$ cat config.mk
export PLATFORM = sky130hd
export DESIGN_NAME = chunked_addsub_seq
export DESIGN_NICKNAME = d
export VERILOG_FILES = /design/src/rtl/chunked_addsub_seq.sv
export SDC_FILE = /design/constraint.sdc
export NUM_CORES = 1
export LEC_CHECK = 0
export CAP_MARGIN = 30
export CELL_PAD_IN_SITES_DETAIL_PLACEMENT = 1
export CELL_PAD_IN_SITES_GLOBAL_PLACEMENT = 2
export CORE_MARGIN = 2
export CORE_UTILIZATION = 32
export DETAILED_ROUTE_END_ITERATION = 10
export GPL_TIMING_DRIVEN = 0
export PLACE_DENSITY = 0.87
export SLEW_MARGIN = 10
export SYNTH_ARGS = -nofsm -noshare
export SYNTH_HDL_FRONTEND = slang
export SYNTH_SLANG_ARGS = --single-unit
$ cat constraint.sdc
create_clock -name clk -period 7.4 [get_ports clk]
set_input_delay 1.48 -clock clk [delete_from_list [all_inputs] [get_ports clk]]
set_output_delay 1.48 -clock clk [all_outputs]
set_load 0.05 [all_outputs]
$ cat src/rtl/chunked_addsub_seq.sv
// rtl/chunked_addsub_seq.sv - multi-cycle chunked adder/subtractor with valid/ready handshakes
//
// Ports:
//   clk, rst             clock; synchronous active-high reset
//   in_valid / in_ready  operand handshake (a, b, sub, cin captured on accept)
//   a, b                 WIDTH-bit operands
//   sub                  0 = a + b + cin, 1 = a - b - cin
//   cin                  carry-in for add, borrow-in for subtract
//   out_valid / out_ready result handshake
//   sum                  WIDTH-bit result, held until the next operation writes it
//   cout                 carry out of the top bit (for subtract: 1 = no borrow)
//   ovf                  signed two's-complement overflow
//   zero                 sum == 0
module chunked_addsub_seq #(
  parameter int WIDTH = 32,
  parameter int CHUNK = 4
) (
  input  logic             clk,
  input  logic             rst,
  input  logic             in_valid,
  output logic             in_ready,
  input  logic [WIDTH-1:0] a,
  input  logic [WIDTH-1:0] b,
  input  logic             sub,
  input  logic             cin,
  output logic             out_valid,
  input  logic             out_ready,
  output logic [WIDTH-1:0] sum,
  output logic             cout,
  output logic             ovf,
  output logic             zero
);

  localparam int NCHUNK = WIDTH / CHUNK;
  localparam int IDXW   = (NCHUNK > 1) ? $clog2(NCHUNK) : 1;

  typedef enum logic [1:0] {
    IDLE = 2'd0,
    RUN  = 2'd1,
    DONE = 2'd2
  } state_t;

  state_t state;
  state_t state_next;

  // Operands and result viewed as NCHUNK slices of CHUNK bits each.
  logic [NCHUNK-1:0][CHUNK-1:0] a_q;
  logic [NCHUNK-1:0][CHUNK-1:0] b_q;
  logic [NCHUNK-1:0][CHUNK-1:0] sum_q;
  logic [NCHUNK-1:0][CHUNK-1:0] sum_next;

  logic [IDXW-1:0] idx;
  logic            carry;
  logic            cout_q;
  logic            ovf_q;
  logic            zero_q;

  logic [CHUNK-1:0] a_k;
  logic [CHUNK-1:0] b_k;
  logic [CHUNK-1:0] s_k;
  logic             c_k;
  logic             msb_cin;
  logic             last;

  // One narrow CHUNK-bit adder shared across all cycles.
  always_comb begin
    a_k      = a_q[idx];
    b_k      = b_q[idx];
    {c_k, s_k} = {1'b0, a_k} + {1'b0, b_k} + {{CHUNK{1'b0}}, carry};
    // Carry into the MSB is recovered from the MSB sum bit; only meaningful
    // on the final chunk, where it feeds the overflow flag.
    msb_cin  = s_k[CHUNK-1] ^ a_k[CHUNK-1] ^ b_k[CHUNK-1];
    sum_next = sum_q;
    sum_next[idx] = s_k;
    last     = (idx == IDXW'(NCHUNK - 1));
  end

  always_comb begin
    state_next = state;
    case (state)
      IDLE:    if (in_valid)  state_next = RUN;
      RUN:     if (last)      state_next = DONE;
      DONE:    if (out_ready) state_next = IDLE;
      default:                state_next = IDLE;
    endcase
  end

  always_ff @(posedge clk) begin
    if (rst) begin
      state  <= IDLE;
      idx    <= '0;
      carry  <= 1'b0;
      a_q    <= '0;
      b_q    <= '0;
      sum_q  <= '0;
      cout_q <= 1'b0;
      ovf_q  <= 1'b0;
      zero_q <= 1'b0;
    end else begin
      state <= state_next;
      case (state)
        IDLE: begin
          if (in_valid) begin
            a_q   <= a;
            // Subtract is A + ~B + 1; borrow-in cancels that +1.
            b_q   <= b ^ {WIDTH{sub}};
            carry <= cin ^ sub;
            idx   <= '0;
          end
        end
        RUN: begin
          sum_q <= sum_next;
          carry <= c_k;
          if (last) begin
            cout_q <= c_k;
            ovf_q  <= msb_cin ^ c_k;
            zero_q <= (sum_next == '0);
            idx    <= '0;
          end else begin
            idx <= idx + 1'b1;
          end
        end
        default: ;
      endcase
    end
  end

  assign in_ready  = (state == IDLE) && !rst;
  assign out_valid = (state == DONE);
  assign sum       = sum_q;
  assign cout      = cout_q;
  assign ovf       = ovf_q;
  assign zero      = zero_q;

endmodule

Word-level counts from Yosys, hierarchy flattened
Index checks and enable logic that the tools add are counted.
{ "word_totals": {"latchBits": 0, "word_cells": 72, "regBits": 105, "romBits": 0, "in_bits": 70, "output_inout_bits": 37, "mem_bits_rw": 0, "n_memories": 0} }
{ "op_classes": {"n_eq_ne": 6, "div_mod_pow": 0, "mul": 0, "n_shift": 0, "n_reduce_logical": 10, "muxes": 16, "n_addsub": 3, "bitwise": 5, "n_lt_le_gt_ge": 2} }
{ "op_table": {"columns": ["op", "count"], "rows": [
  ["bitwise mux 32 bit", 1],
  ["logical NOT 32 bit", 1],
  ["XOR 32 bit", 1],
  ["binary-select mux 4 bit (select 3 bit)", 2],
  ["demux 4 bit (select 3 bit)", 1],
  ["two-way mux 4 bit", 3],
  ["two-way mux 2 bit", 3],
  ["two-way mux 3 bit", 2],
  ["one-hot mux 2 bit (3 select lines)", 1],
  ["one-hot mux 3 bit (2 select lines)", 1],
  ["AND reduction 2 bit", 3],
  ["adder 4 x 4 -> 5 bit", 1],
  ["adder 5 x 1 -> 5 bit", 1],
  ["less-than comparator 3 x 4 -> 1 bit, second input constant", 1],
  ["!= test 2 bit, second input constant", 2],
  ["XOR 1 bit", 4],
  ["adder 3 x 1 -> 3 bit, second input constant", 1],
  ["== test 3 bit, second input constant", 1],
  ["greater-or-equal comparator 3 x 1 -> 1 bit, second input constant", 1],
  ["AND reduction 3 bit", 1],
  ["== test 2 x 1 -> 1 bit, second input constant", 1],
  ["== test 2 bit, second input constant", 1],
  ["logical AND 1 bit", 2],
  ["logical NOT 2 bit", 1],
  ["5 further kinds", 5]
]} }

Depth between registers and ports, before layout
Gate-level depths: netlist of the first run.
{ "logic_depth": {"word_depth": 7, "mapped_depth": 17, "mapped_depth_nobuf": 13} }

Least setup slack after synthesis of the first run
OpenSTA, ideal clock, no wires.
{ "synth_path": {"path_type": "in2out", "from": "input rst", "to": "output in_ready", "t_arrival_ns": 2.930, "required_time_ns": 5.920, "slack_ns": 2.990, "cell_stages": 3, "path_cell_list": "clkbuf_1 buf_1 nor3_1"} }
{ "synth_via": {"elab_chain_cells": 2} }
{ "synth_rtl": {"columns": ["item", "line_no", "rtl"], "rows": [
  ["from (decl)", "19", "input logic rst,"],
  ["logical NOT 1 bit", "128", "assign in_ready = (state == IDLE) && !rst;"],
  ["logical AND 1 bit", "128", null],
  ["to (decl)", "21", "output logic in_ready,"]
]} }
Every way passes these cells.

Worst setup path in the final report of the first run
Ends and elaborated chain as after synthesis.

==> results of run 1 <==
## cell usage in the layout, fill, tap and decap left out, drive strengths merged, types with 18 or more instances in the layout
master,synthesis,routed
o21ai,18,18
nand2,84,84
xnor2,34,34
nor2,90,90
a211oi,47,47
clkbuf,30,39
dfxtp,105,105
clkdlybuf4s50,0,104
buf,20,20
a21oi,57,57
mux2i,19,19
## worst paths after layout
check / from / to / slack, ns / cells after the start
worst min-delay path: a_q[8] / a_q[8] / 0.46 / 2
worst max register to register: idx[1] / zero / 2.89 / 15
worst min register to register: a_q[8] / a_q[8] / 0.46 / 2
worst max-delay path: rst / in_ready / 2.49 / 4
## per-stage QoR
stage / worst slack (ns) / power [mW] / util / hold slack (ns)
floorplan: 2.990 / 0.7983 / - / 0.4329
global placement: 2.443 / 0.9028 / 0.4088 / 0.4442
detailed placement: 2.478 / 0.9117 / 0.4088 / 0.4544
CTS: 2.471 / 1.359 / 0.4257 / 0.4641
global route: 2.409 / 1.407 / 0.4257 / 0.4806
finish: 2.487 / 1.351 / 0.4257 / 0.4638
## state kept, by name, summed over array words and instances (netlist names), 2 cells and up
name,flops
a_q,32
b_q,32
sum,32
idx,3
state,2
## critical path, cell delays in order
cell             delay [ns]
clkbuf_1               0.48
buf_1                  0.59
nor3_1                 0.14
clkdlybuf4s50_1        0.74
## where the power goes
part           leakage [nW]  switching [mW]  internal [mW]  total [mW]
logic                  1.33           0.165          0.116       0.281
clock network         0.128           0.225          0.228       0.452
registers             0.860          0.0209          0.596       0.617
total                  2.32           0.411          0.940        1.35
## layout make-up
class                      count  area, sq um
sequential                   105         2102
clock inverter                 6        42.54
multi-input combinational    462         2799
timing repair buffer         104         1041
inverter                       8        30.03
clock buffer                   9        225.2
buffer                        50        227.7
tap                          216        270.3
fill                        1862         9090
## layer usage
| metal | global-route usage | wire length (um) | vias up |
|---|---|---|---|
| li1 | - | - | 2436 |
| met1 | 0.2731 | 7883 | 2437 |
| met2 | 0.3746 | 8721 | 146 |
| met3 | 0.03135 | 884 | 30 |
| met4 | 0.07384 | 384 | 0 |
| met5 | 0 | 0 | - |
## cell families (layout without fill, tap and decap cells)
| logic type | Yosys count | after routing | synth area share |
|---|---|---|---|
| simple gates | 224 | 224 | 0.1853 |
| buf+inv | 58 | 177 | 0.04997 |
| xor+xnor | 35 | 35 | 0.05942 |
| compound gates | 171 | 171 | 0.2236 |
| fa+ha+maj | 7 | 7 | 0.01989 |
| mux | 25 | 25 | 0.05433 |
| flops | 105 | 105 | 0.4075 |
==> reports/qor.tcl, run 1 <==
set qor(outcome) {finished clean}
set qor(start_util) 0.3259
set qor(ys_ff_latch) 105
set qor(post_synth_num_cell_types) 62
set qor(groute.usage.overall) 0.2155
set qor(fin_cells) 960
set qor(fin_crit_sh) 0.6639
set qor(io_buffer_count) 104
set qor(hold_viol_final) 0
set qor(globalRouteOverflowTotal) 0
set qor(cts_tree) {done}
set qor(worst_clock_skew_ns) 0.01172
set qor(fp.dieArea_sq_um) 17150
set qor(pin_count_of_the_biggest_net_entering_global_routing) 18
set qor(synth.top_cells.by_area) {dfxtp_1 (41%), a211oi_1 (6.8%), nor2_1 (6.5%), nand2_1 (6.1%), xnor2_1 (5.8%)}
set qor(timing_worst_slew_pin_value_ns) 0.8254
set qor(worst_skew_pair.late_latency_ns) 0.36
set qor(number_of_nets_with_antenna_violations_after_detailed_routing) 0
set qor(yosysMostFrequentCell) {dfxtp_1}
set qor(detailroute.via_count) 5049
set qor(synthArstFlopShare) 0
set qor(detail_route.first_pass.iterations) 4
set qor(core_area_sq_um) 15830
set qor(endpoint_kind) {primary output}
set qor(grt_antenna_before_repair) 0
set qor(holdCritPathClass) {register to register}
set qor(flow.area_growth_from_synthesis_pct) 30.61
set qor(timing.critical_path.required_ns) 5.92
set qor(dr.first_iter.drc_count) 233
set qor(p_per_area_nw_per_um2) 200.5
set qor(root_buffer) {clkbuf_16}
set qor(synth_common_cells) {dfxtp_1 (105), nor2_1 (89), nand2_1 (84), a21oi_1 (57), a211oi_1 (47)}
set qor(num_rows) 46
set qor(vias_per_std_cell) 5.259
set qor(postLayoutCellArea_sq_um) 6738
set qor(place_hpwl_mm) 13.89
set qor(fin_nets) 817
set qor(ctsLongestPathBuffers) 2
set qor(finalSetupTns_ns) 0
set qor(first_pass_grt_wire_length_mm) 28.17
set qor(fin_crit_ns) 4.913
set qor(routed_wl_mm) 17.87
set qor(start_kind) {input pin}
set qor(worst-endpoint-arrival_ns) 3.43
set qor(postSynthCellCount) 625
set qor(cts_num_sinks) 105
set qor(cts_htree_levels) 3
set qor(postSynthNetCount) 702
set qor(rsz_0062_raised_after_global_routing) {false}
set qor(fmaxAchievable_mhz) 203.6
set qor(worst_setup_hold_path_clk_slew_ns) 0.07
set qor(detail_route.wl_per_cell_um) 18.62
set qor(synth-main-ff-cell) {dfxtp_1}
set qor(cap_viol_max_count) 0
set qor(remaining_drc_errors) 0
set qor(synth_top_area_share) 0.4075
set qor(first_global_vias) 5226
set qor(timing.max_slew.rel_slack) 0.4455
set qor(synth.yosys.warnings) 0
set qor(cts_hold_buffers) 0
set qor(setup-violations-final) 0
set qor(post_cts.repair.setup_buffers) 0
set qor(critPathKind) {input pin to primary output}
set qor(numPlacedInstances) 945
set qor(syn-mean-instance-area_sq_um) 8.254
set qor(tritoncts.num_buffers) 9
set qor(gpl.final_weighted_congestion) 0.8716
set qor(critical_path_peak_fanout) 10
set qor(yosysTopAreaCell) {dfxtp_1}
set qor(number_of_flops_mapped_to_enable_cells_by_yosys) 0
set qor(syn-cell-area_sq_um) 5159
set qor(num_io_pins) 107
set qor(antenna_cells_inserted) 0
set qor(final_max_slew_violation_count) 0
set qor(die_x_um) 131.0
set qor(dpl_cell_area_sq_um) 6470
set qor(die_h_um) 131.0
set qor(post_cts_resized) 0
set qor(ir_drop_mv) 0.1247
set qor(p_leak_nw) 2.322
set qor(synth.yosys.seq_area_share) 0.4075
set qor(fraction_of_final_layout_cells_with_drive_strength_greater_than_1) 0.05376
No activity file was read; power rests on OpenSTA's default activity.
==> run 2, diff against run 1 <==
--- a/config.mk
+++ b/config.mk
@@ -9,10 +9,10 @@
 export CELL_PAD_IN_SITES_DETAIL_PLACEMENT = 1
 export CELL_PAD_IN_SITES_GLOBAL_PLACEMENT = 2
 export CORE_MARGIN = 2
-export CORE_UTILIZATION = 32
+export CORE_UTILIZATION = 30
 export DETAILED_ROUTE_END_ITERATION = 10
 export GPL_TIMING_DRIVEN = 0
-export PLACE_DENSITY = 0.87
+export PLACE_DENSITY = 0.82
 export SLEW_MARGIN = 10
 export SYNTH_ARGS = -nofsm -noshare
 export SYNTH_HDL_FRONTEND = slang
==> constraint.sdc (replaced) <==
create_clock -name clk -period 4.9 [get_ports clk]
set_input_delay 0.98 -clock clk [delete_from_list [all_inputs] [get_ports clk]]
set_output_delay 0.98 -clock clk [all_outputs]
set_load 0.05 [all_outputs]
==> reports/qor.tcl, run 2 (synthesis results as in run 1) <==
set qor(start_kind) {register}
set qor(layout_common_cells) {dfxtp_1 (105), clkdlybuf4s50_1 (104), nor2_1 (89)}
set qor(worst_setup_hold_path_clk_slew_ns) 0.07 ;# about the same
set qor(num_rows) 47 ;# +2.2%
set qor(endpoint_kind) {register}
set qor(globalRouteOverflowTotal) 0 ;# unchanged
set qor(final_max_slew_violation_count) 0 ;# unchanged
set qor(detail_route.first_pass.iterations) 4 ;# unchanged
set qor(finalSetupTns_ns) 0 ;# unchanged
set qor(fin_nets) 817 ;# unchanged
set qor(detail_route.wl_per_cell_um) 19.40 ;# +4.2%
set qor(die_x_um) 135.1 ;# +3.2%
set qor(start_util) 0.3089 ;# -0.01704
set qor(fraction_of_final_layout_cells_with_drive_strength_greater_than_1) 0.05101 ;# -0.002757
set qor(io_buffer_count) 104 ;# unchanged
set qor(timing.critical_path.required_ns) 5.20 ;# -0.72 ns
set qor(routed_wl_mm) 18.72 ;# +4.7%
set qor(core_area_sq_um) 16700 ;# +5.5%
set qor(timing_worst_slew_pin_value_ns) 0.7638 ;# -0.06161 ns
set qor(root_buffer) {clkbuf_16}
set qor(detailroute.via_count) 5010 ;# -0.77%
set qor(number_of_nets_with_antenna_violations_after_detailed_routing) 0 ;# unchanged
set qor(grt_antenna_before_repair) 0 ;# unchanged
set qor(cts_hold_buffers) 0 ;# unchanged
set qor(fin_crit_ns) 4.567
set qor(p_leak_nw) 2.338 ;# +0.67%
set qor(critPathKind) {register to register}
set qor(die_h_um) 135.1 ;# +3.2%
set qor(fmaxAchievable_mhz) 218.9
set qor(num_io_pins) 107 ;# unchanged
set qor(post_cts.repair.setup_buffers) 0 ;# unchanged
set qor(worst-endpoint-arrival_ns) 4.87 ;# +1.44 ns
set qor(post_cts_resized) 0 ;# unchanged
set qor(mostFrequentLayoutCell) {dfxtp_1}
set qor(cts_num_sinks) 105 ;# unchanged
set qor(pin_count_of_the_biggest_net_entering_global_routing) 16 ;# -2
set qor(groute.usage.overall) 0.2112 ;# -0.004316
set qor(cts_tree) {done}
set qor(rsz_0062_raised_after_global_routing) {false}
set qor(dr.first_iter.drc_count) 288 ;# +24%
set qor(place_ws_ns) 0.4750 ;# -2.003 ns
set qor(flow.area_growth_from_synthesis_pct) 31.14
set qor(worst_skew_pair.late_latency_ns) 0.36 ;# about the same
set qor(cts_htree_levels) 3 ;# unchanged
set qor(antenna_cells_inserted) 0 ;# unchanged
set qor(fp.dieArea_sq_um) 18260 ;# +6.5%
set qor(outcome) {finished clean}
set qor(worst_clock_skew_ns) 0.009359 ;# -0.002365 ns
set qor(place_hpwl_mm) 14.24 ;# +2.6%
set qor(ir_drop_mv) 0.1906 ;# +53%
set qor(vias_per_std_cell) 5.192 ;# -1.3%
set qor(remaining_drc_errors) 0 ;# unchanged
set qor(p_per_area_nw_per_um2) 311.6 ;# +55%
set qor(setup-violations-final) 0 ;# unchanged
set qor(critical_path_peak_fanout) 10 ;# unchanged
set qor(holdCritPathClass) {register to register}
set qor(utilization) 0.4051 ;# -0.02061
set qor(fin_crit_sh) 0.9321
set qor(cap_viol_max_count) 0 ;# unchanged
set qor(timing.max_slew.rel_slack) 0.4869 ;# +0.04139
set qor(fin_ws_ns) 0.3327 ;# -2.155 ns
set qor(gpl.final_weighted_congestion) 0.8332 ;# -4.4%
set qor(hold_viol_final) 0 ;# unchanged
set qor(first_pass_grt_wire_length_mm) 29.50 ;# +4.8%
set qor(p_total_mw) 2.108 ;# +56%
set qor(tritoncts.num_buffers) 9 ;# unchanged
set qor(ctsLongestPathBuffers) 2 ;# unchanged
set qor(first_global_vias) 5214 ;# -0.23%
run 2: critical path, cell delays in order (launching register included):
cell and delay (ns):
dfxtp_1 0.35, buf_2 0.23, buf_2 0.28, buf_2 0.31, buf_1 0.47, mux4_2 0.39
o21ai_0 0.29, fa_1 0.26, inv_1 0.06, fa_1 0.44, xnor2_1 0.34, clkbuf_1 0.55
nand4_1 0.18, o31ai_1 0.11, nand3_1 0.12, o21ai_1 0.12
run 2: final timing paths:
| kind | start | end | slack [ns] | cells past startpoint |
|---|---|---|---|---|
| worst max register to register | idx[1] | zero | 0.33 | 15 |
| worst max-delay path | idx[1] | zero | 0.33 | 15 |
| worst min register to register | a_q[23] | a_q[23] | 0.46 | 2 |
| worst min-delay path | a_q[23] | a_q[23] | 0.46 | 2 |
run 2: final cells by class:
class / count / area, sq um
fill: 1996 / 9936
multi-input combinational: 462 / 2799
sequential: 105 / 2102
timing repair buffer: 104 / 1041
tap: 220 / 275.3
clock buffer: 13 / 250.2
buffer: 50 / 227.7
clock inverter: 3 / 40.04
inverter: 8 / 30.03
run 2: metal layers:
layer | up-vias | share of wire | track usage
met5 | - | 0 | 0
met4 | 0 | 0.014 | 0.06424
met3 | 15 | 0.049 | 0.02656
met2 | 126 | 0.49 | 0.3632
met1 | 2439 | 0.45 | 0.2769
li1 | 2430 | - | -
run 2: metrics by stage:
step / hold slack [ns] / std cells / cell area, sq um
floorplan: 0.4329 / 625 / 5159
global placement: 0.4459 / 949 / 6475
detailed placement: 0.4517 / 949 / 6475
CTS: 0.4609 / 965 / 6765
global route: 0.4876 / 965 / 6765
finish: 0.4621 / 965 / 6765
run 2: report_power, final:
group	switching [mW]	internal (mW)	total (mW)
clock network	0.332	0.410	0.742
registers	0.0321	0.901	0.933
logic	0.258	0.175	0.433
